## config.mk

```make
export PLATFORM = sky130hd
export DESIGN_NAME = gcd_stein_engine
export DESIGN_NICKNAME = d
export VERILOG_FILES = /design/src/rtl/gcd_stein_engine.sv
export SDC_FILE = /design/constraint.sdc
export NUM_CORES = 1
export LEC_CHECK = 0
export ABC_CLOCK_PERIOD_IN_PS = 4600
export CORE_MARGIN = 2
export CORE_UTILIZATION = 62
export DETAILED_ROUTE_END_ITERATION = 10
export PLACE_DENSITY = 0.86
export SETUP_SLACK_MARGIN = 0.02
export SYNTH_ARGS = -nofsm -noshare
export SYNTH_HDL_FRONTEND = slang
export SYNTH_SLANG_ARGS = --single-unit
```

## constraint.sdc

```tcl
create_clock -name clk -period 4.6 [get_ports clk]
set_clock_uncertainty 0.05 [all_clocks]
set_input_delay 0.92 -clock clk [delete_from_list [all_inputs] [get_ports clk]]
set_output_delay 0.92 -clock clk [all_outputs]
set_load 0.03 [all_outputs]
```

## src/rtl/gcd_stein_engine.sv

```systemverilog
// Binary (Stein) GCD engine with a valid/ready handshake on both sides.
// Operands are optionally signed. The result is the unsigned GCD plus the number of compute cycles used.
module gcd_stein_engine #(
    parameter int NBits     = 8,
    parameter bit SIGNED_IN = 1'b1,
    parameter int CNT_W     = 8
) (
    input  logic             clk,
    input  logic             rst,
    input  logic [NBits-1:0] xi,
    input  logic [NBits-1:0] yi,
    input  logic             in_valid,
    output logic             in_ready,
    output logic [NBits-1:0] xo,
    output logic             out_valid,
    input  logic             out_ready,
    output logic             zero_flag,
    output logic [CNT_W-1:0] cycle_cnt
);

    localparam int KW = $clog2(NBits) + 1;
    localparam logic [NBits-1:0] ONE_N   = NBits'(1);
    localparam logic [KW-1:0]    ONE_K   = KW'(1);
    localparam logic [CNT_W-1:0] ONE_C   = CNT_W'(1);
    localparam logic [CNT_W-1:0] CNT_MAX = '1;

    typedef enum logic [2:0] {
        IDLE,
        STRIP,
        CALC,
        FINISH,
        DONE
    } state_e;

    state_e           state_q, state_d;
    logic [NBits-1:0] a_q, a_d;
    logic [NBits-1:0] b_q, b_d;
    logic [KW-1:0]    k_q, k_d;
    logic [NBits-1:0] xo_q, xo_d;
    logic             zero_q, zero_d;
    logic [CNT_W-1:0] cnt_q, cnt_d;
    logic             in_ready_q, in_ready_d;
    logic             out_valid_q, out_valid_d;

    logic [NBits-1:0] mag_x, mag_y;
    logic [CNT_W-1:0] cnt_inc;

    // Two's-complement magnitude; -2^(NBits-1) maps to 2^(NBits-1) as an unsigned value.
    function automatic logic [NBits-1:0] magnitude(input logic [NBits-1:0] v);
        if (SIGNED_IN && v[NBits-1]) begin
            return ~v + ONE_N;
        end
        return v;
    endfunction

    assign mag_x   = magnitude(xi);
    assign mag_y   = magnitude(yi);
    assign cnt_inc = (cnt_q == CNT_MAX) ? cnt_q : cnt_q + ONE_C;

    // NOTE: every always_comb output gets a default first, so no path can infer a latch.
    always_comb begin
        state_d     = state_q;
        a_d         = a_q;
        b_d         = b_q;
        k_d         = k_q;
        xo_d        = xo_q;
        zero_d      = zero_q;
        cnt_d       = cnt_q;
        in_ready_d  = in_ready_q;
        out_valid_d = out_valid_q;

        unique case (state_q)
            IDLE: begin
                if (in_valid) begin
                    a_d        = mag_x;
                    b_d        = mag_y;
                    k_d        = '0;
                    cnt_d      = '0;
                    in_ready_d = 1'b0;
                    if (mag_x == '0 || mag_y == '0) begin
                        xo_d        = mag_x | mag_y;
                        zero_d      = (mag_x == '0) && (mag_y == '0);
                        out_valid_d = 1'b1;
                        state_d     = DONE;
                    end else begin
                        zero_d  = 1'b0;
                        state_d = STRIP;
                    end
                end
            end

            STRIP: begin
                cnt_d = cnt_inc;
                if (!a_q[0] && !b_q[0]) begin
                    a_d = a_q >> 1;
                    b_d = b_q >> 1;
                    k_d = k_q + ONE_K;
                end else begin
                    state_d = CALC;
                end
            end

            CALC: begin
                cnt_d = cnt_inc;
                if (!a_q[0]) begin
                    a_d = a_q >> 1;
                end else if (!b_q[0]) begin
                    b_d = b_q >> 1;
                end else if (a_q == b_q) begin
                    state_d = FINISH;
                end else if (a_q > b_q) begin
                    // Both odd here, so the difference is even and the shift loses nothing.
                    a_d = (a_q - b_q) >> 1;
                end else begin
                    b_d = (b_q - a_q) >> 1;
                end
            end

            FINISH: begin
                cnt_d       = cnt_inc;
                xo_d        = a_q << k_q;
                out_valid_d = 1'b1;
                state_d     = DONE;
            end

            DONE: begin
                if (out_ready) begin
                    out_valid_d = 1'b0;
                    in_ready_d  = 1'b1;
                    state_d     = IDLE;
                end
            end

            default: begin
                out_valid_d = 1'b0;
                in_ready_d  = 1'b1;
                state_d     = IDLE;
            end
        endcase
    end

    // NOTE: sequential state uses non-blocking assignments so every flop samples pre-edge values.
    always_ff @(posedge clk) begin
        if (rst) begin
            state_q     <= IDLE;
            a_q         <= '0;
            b_q         <= '0;
            k_q         <= '0;
            xo_q        <= '0;
            zero_q      <= 1'b0;
            cnt_q       <= '0;
            in_ready_q  <= 1'b1;
            out_valid_q <= 1'b0;
        end else begin
            state_q     <= state_d;
            a_q         <= a_d;
            b_q         <= b_d;
            k_q         <= k_d;
            xo_q        <= xo_d;
            zero_q      <= zero_d;
            cnt_q       <= cnt_d;
            in_ready_q  <= in_ready_d;
            out_valid_q <= out_valid_d;
        end
    end

    assign in_ready  = in_ready_q;
    assign out_valid = out_valid_q;
    assign xo        = xo_q;
    assign zero_flag = zero_q;
    assign cycle_cnt = cnt_q;

endmodule

```

* Word level (Yosys, flattened, before mapping)
Cells that the tools add are included.
Word-level totals: register bits after elaboration 42, bits of input ports 20, output and inout bits 19, logic and storage cells 114
Cells by class: add/subtract/negate cells 6, magnitude comparators 1, equal/unequal tests 20, shifts and indexed selects 1, mux-type cells 45, bitwise gates (word level) 5, reductions and logical operators 25
Operators by type and width (number):
- 2-to-1 mux 8 bit | 20
- case mux 8 bit (3 select lines) | 2
- case mux 8 bit (2 select lines) | 2
- adder 8 x 1 -> 8 bit (second input constant) | 3
- 2-to-1 mux 3 bit | 7
- != test 2 bit (second input constant) | 9
- AND reduction 6 bit | 3
- zero test 8 bit | 2
- NOT 8 bit | 2
- subtractor 8 bit | 2
- != test 3 bit (second input constant) | 5
- case mux 3 bit (5 select lines) | 1
- AND reduction 3 bit | 5
- == test 8 bit | 1
- == test 8 bit (second input constant) | 1
- > comparator 8 bit | 1
- 2-to-1 mux 1 bit | 8
- 2-to-1 mux 4 bit | 2
- OR 8 bit | 1
- case mux 4 bit (2 select lines) | 1
- AND reduction 4 bit | 2
- left shift 8 x 4 -> 8 bit | 1
- == test 3 x 2 -> 1 bit (second input constant) | 2
- nonzero test 2 bit | 3
- other kinds (14) | 17

* Logic depth before layout (Yosys ltp)
depth after elaboration 9, gate-level depth with buffers 11, gate-level depth less buffers 10

* Worst setup path after synthesis
OpenSTA, ideal clock, no wires.
path kind in2reg, from input port yi[0], to register xo_q[1], in the netlist xo[1], library setup time 0.128 ns, arrival 2.885 ns, slack 1.538 ns, cell stages on the path 10, path through inv_1 > ha_1 > or3b_2 > nor4b_2 > o211ai_2 > a2111oi_4 > o41ai_2 > buf_6 > mux2i_1 > nor2_1
Between the ends: word-level cells in the longest chain between the ends 8
RTL lines:
- from (decl) | line 11 | input logic [NBits-1:0] yi,
- NOT 8 bit | line 51 | return ~v + ONE_N;
- adder 8 x 1 -> 8 bit | line 51
- 2-to-1 mux 8 bit | line 50 | if (SIGNED_IN && v[NBits-1]) begin
- 2-to-1 mux 8 bit (*) | line 53 | return v;
- zero test 8 bit / OR 8 bit (equally long branches) | line 80, 81
- logical OR 1 bit / 2-to-1 mux 8 bit (equally long branches) | line 80 | if (mag_x == '0 || mag_y == '0) begin
- != test 2 bit (no line) / 2-to-1 mux 8 bit (equally long branches)
- AND reduction 3 bit (no line) / case mux 8 bit (2 select lines) (equally long branches)
- to (signal assigned) | line 159 | xo_q <= xo_d;
- to (decl) | line 39 | logic [NBits-1:0] xo_q, xo_d;
Every way passes the cells marked *; elsewhere a longest branch is shown, timed or not. The select of a mux whose other input is x is not followed. A chain may end at the register's enable or synchronous reset.

* Final worst setup path
from input port yi[0], to register xo_q[7], in the netlist xo[7]
Same word-level chain as after synthesis.

==> impl_metrics.csv <==
group,metric,value,unit
clock_tree,cts_setup_buffers,0,
critical_path,r2r_start,"a_q[0]$_SDFFE_PP0P_",
logic_synthesis,ys_top_cells_by_area,"dfxtp_1 23%, ha_1 7.2%, nor2_1 5.5%, a21oi_1 5.1%, mux2i_1 4.4%",
worst_hold_path,hold_end,"xo[0]$_SDFFE_PP0P_",
drt,drt_wl_total,9.46,mm
power,total_power,2.57,mW
power,p_leak,1.51,nW
drt,drt-wirelength-per-cell,16.7,microns
critical_path,crit_arrival,4.21,ns
drt,ant_nets,0,
critical_path,path_class,"in2reg",
layout,layout-drive-gt1-share,5.07,%
clock_tree,cts_root_buf,"clkbuf_8",
die,core_area,0.00557,sq mm
logic_synthesis,synth_compound_gate_area_share,26.1,%
layout,syn2layout_area_growth,12.0,%
placement,routabilityCongestion,0.958,
critical_path,crit_fanout,11,
clock_tree,htree_levels,2,
logic_synthesis,synthAdderAreaFrac,8.31,%
logic_synthesis,synthCells,477,
drt,dr.pass1.iters,5,
flow_run,cap_violations,0,
drt,highest_layer,"met4",
worst_hold_path,hold_depth,2,
layout,nets,535,
layout,final_common_cell,"nor2_1",
placement,portBuffers,38,
layout,final_cell_mix,"53 x nor2_1, 42 x dfxtp_1, 38 x nand2_1, 38 x clkdlybuf4s50_1, 37 x a21oi_1",
logic_synthesis,yosysTopAreaCell,"dfxtp_1",
worst_hold_path,hold_start,"xo[0]$_SDFFE_PP0P_",
logic_synthesis,synth_top_area_share,23.1,%
layout,stdcell_count,565,
drt,vias,3642,
clock_tree,postCtsHoldBufs,0,
die,die_w,80.6,microns
power,clkPwrFrac,9.6,%
sta,period_share,88.9,%
critical_path,cp.required,4.72,ns
power,cellInternalPower,1.25,mW
power,power_density,631,mW/mm^2
layout,antenna_cells,0,
sta,fin_tns_setup,0,ns
logic_synthesis,syn_nets,520,
sta,finalCriticalPeriod,4.09,ns
critical_path,reg2reg_to,"a_q[2]$_SDFFE_PP0P_",
logic_synthesis,syn_area,0.00364,sq mm
sta,setup_viol,0,
clock_tree,path_clk_slew,0.07,ns
power,p_sw_share,51.4,%
layout,final_core_util,73.2,%
logic_synthesis,synthFlopType,"dfxtp_1",
sta,hold_violations,0,
logic_synthesis,synth_cell_types,64,
die,die_h,80.6,microns
logic_synthesis,synth_edf_count,0,
drt,wl_met2,4.49,mm
clock_tree,cts_made_buffers,5,
die,rows,27,
die,dieArea,0.00650,sq mm
placement,dp_slack,0.225,ns
sta,relSlewSlack,15.4,%
drt,routed_via_density,6.45,
sta,rsz0062_at_grt,"false",
die,ios,39,
drt,drc,0,
global_route,grt_antenna_before_repair,0,
layout,finalInstanceArea,0.00408,sq mm
logic_synthesis,synth_top_family_by_area,"compound AO/OA/AOI/OAI gates",
sta,worstMarginPinSlew,1.26,ns
global_route,grt_pass1_vias,3277,
logic_synthesis,ys_ff_latch,42,
placement,place_inst,557,
global_route,grt_max_degree,42,
sta,holdWs,0.432,ns
global_route,grt_usage,30.1,%
logic_synthesis,synth_area_per_cell,7.64,sq um
global_route,grt_pass1_wl,15.4,mm
clock_tree,post_cts_resized,0,
power,pwr-share-comb,66.2,%
global_route,overflow,0,
clock_tree,cts_tree,"built",
logic_synthesis,ys_seq_area_share,23.1,%
logic_synthesis,yosys.area_share.simple,24.8,%
die,start_util,65.3,%
power,irDropWorstVdd,0.477,mV
placement,place_hpwl,7.22,mm
logic_synthesis,synth-xor-area-share,6.25,%
critical_path,rr_worst_depth,10,
sta,max_freq,245,MHz
sta,drv_slew,0,
critical_path,startpoint_type,"input port",
drt,wl_met1,4.21,mm
clock_tree,clockBufferDepth,2,
logic_synthesis,synth_mux_area_share,5.32,%
critical_path,worst_setup_path_end_kind,"flip-flop",
outcome,outcome,"completed",
power,pwr-share-seq,24.3,%
drt,dr_wl_met3,554,microns
drt,dr.first_iter.drc_count,342,
placement,placed_cell_area,0.00399,sq mm
power,p_switching,1.32,mW
sta,fin_ws,0.510,ns
clock_tree,clk-insertion-delay-late,0.31,ns
clock_tree,cts_sinks,42,
logic_synthesis,async_flop_share,0,%
logic_synthesis,yosysWarnings,0,
critical_path,r2r_slack,1.49,ns
worst_hold_path,hold_class,"reg2reg",
## cells by family (layout without fill, tap and decap cells)
group                    count (synthesis)  after routing
adder cells (fa/ha/maj)                 23             23
buffers and inverters                   54             70
AO/OA/AOI/OAI                          135            135
multiplexers                            19             19
AND/OR/NAND/NOR                        178            178
XOR/XNOR                                26             26
flip-flops                              42             42
## power groups by stage
stage / combinational [mW] / sequential, mW / clock (mW)
after floorplan: 1.27 / 0.609 / 0
after global placement: 1.63 / 0.622 / 0
after detailed placement: 1.66 / 0.626 / 0
after CTS: 1.68 / 0.619 / 0.245
after global routing: 1.87 / 0.641 / 0.263
final: 1.70 / 0.624 / 0.246
## flip-flops by register name (all words and copies together) (netlist names)
name       flops
xo             8
in_ready       1
k_q            4
state_q        3
a_q            8
cycle_cnt      8
b_q            8
out_valid      1
zero_flag      1
## cell type report
type | count | area [sq um]
well taps | 72 | 90.1
repair buffers | 40 | 395
multi-input cells | 381 | 2580
inverters | 22 | 82.6
clock buffers | 5 | 68.8
fillers | 465 | 1500
clock inverters | 3 | 18.8
flip-flops and latches | 42 | 841
## how the worst max path moves through the flow
stage                      from            endpoint  slack (ns)
final                     yi[0]  xo[7]$_SDFFE_PP0P_        0.51
after global placement    yi[0]  xo[7]$_SDFFE_PP0P_        0.35
after floorplan           yi[0]  xo[1]$_SDFFE_PP0P_        1.54
after CTS                 yi[0]  xo[7]$_SDFFE_PP0P_        0.52
after detailed placement  yi[0]  xo[1]$_SDFFE_PP0P_        0.22
after global routing      yi[0]  xo[1]$_SDFFE_PP0P_        0.33
## routing by layer
metal,global-route usage (%),up-vias
met1,40.4,1720
met2,49.8,146
met3,4.72,27
li1,-,1749
met4,8.47,0
met5,0,-
## cell usage after synthesis, drive strengths merged, types with 5 or more instances
library cell  count
o21ai            27
clkbuf           26
nand2            38
or3               8
xnor2             9
a211o             5
inv              22
dfxtp            42
o22ai             6
nand2b           12
nand3             7
nor3             17
mux2i            16
nor2             53
ha               21
nand3b            5
o31ai             8
a221oi            7
a21oi            37
nor3b             5
xor2             17
nor2b            10
o21a              8
buf               6
a211oi            6
nand4             8
## critical path, cell delays in order
cell and delay, ns:
clkdlybuf4s50_1 0.49, inv_1 0.14, ha_1 0.21, or3b_2 0.50
nor4b_2 0.18, o211ai_2 0.22, a2111oi_4 0.12, o41ai_2 1.08
mux2i_1 0.27, nor2_1 0.06
Note: power is estimated with default switching activity, not from simulation.
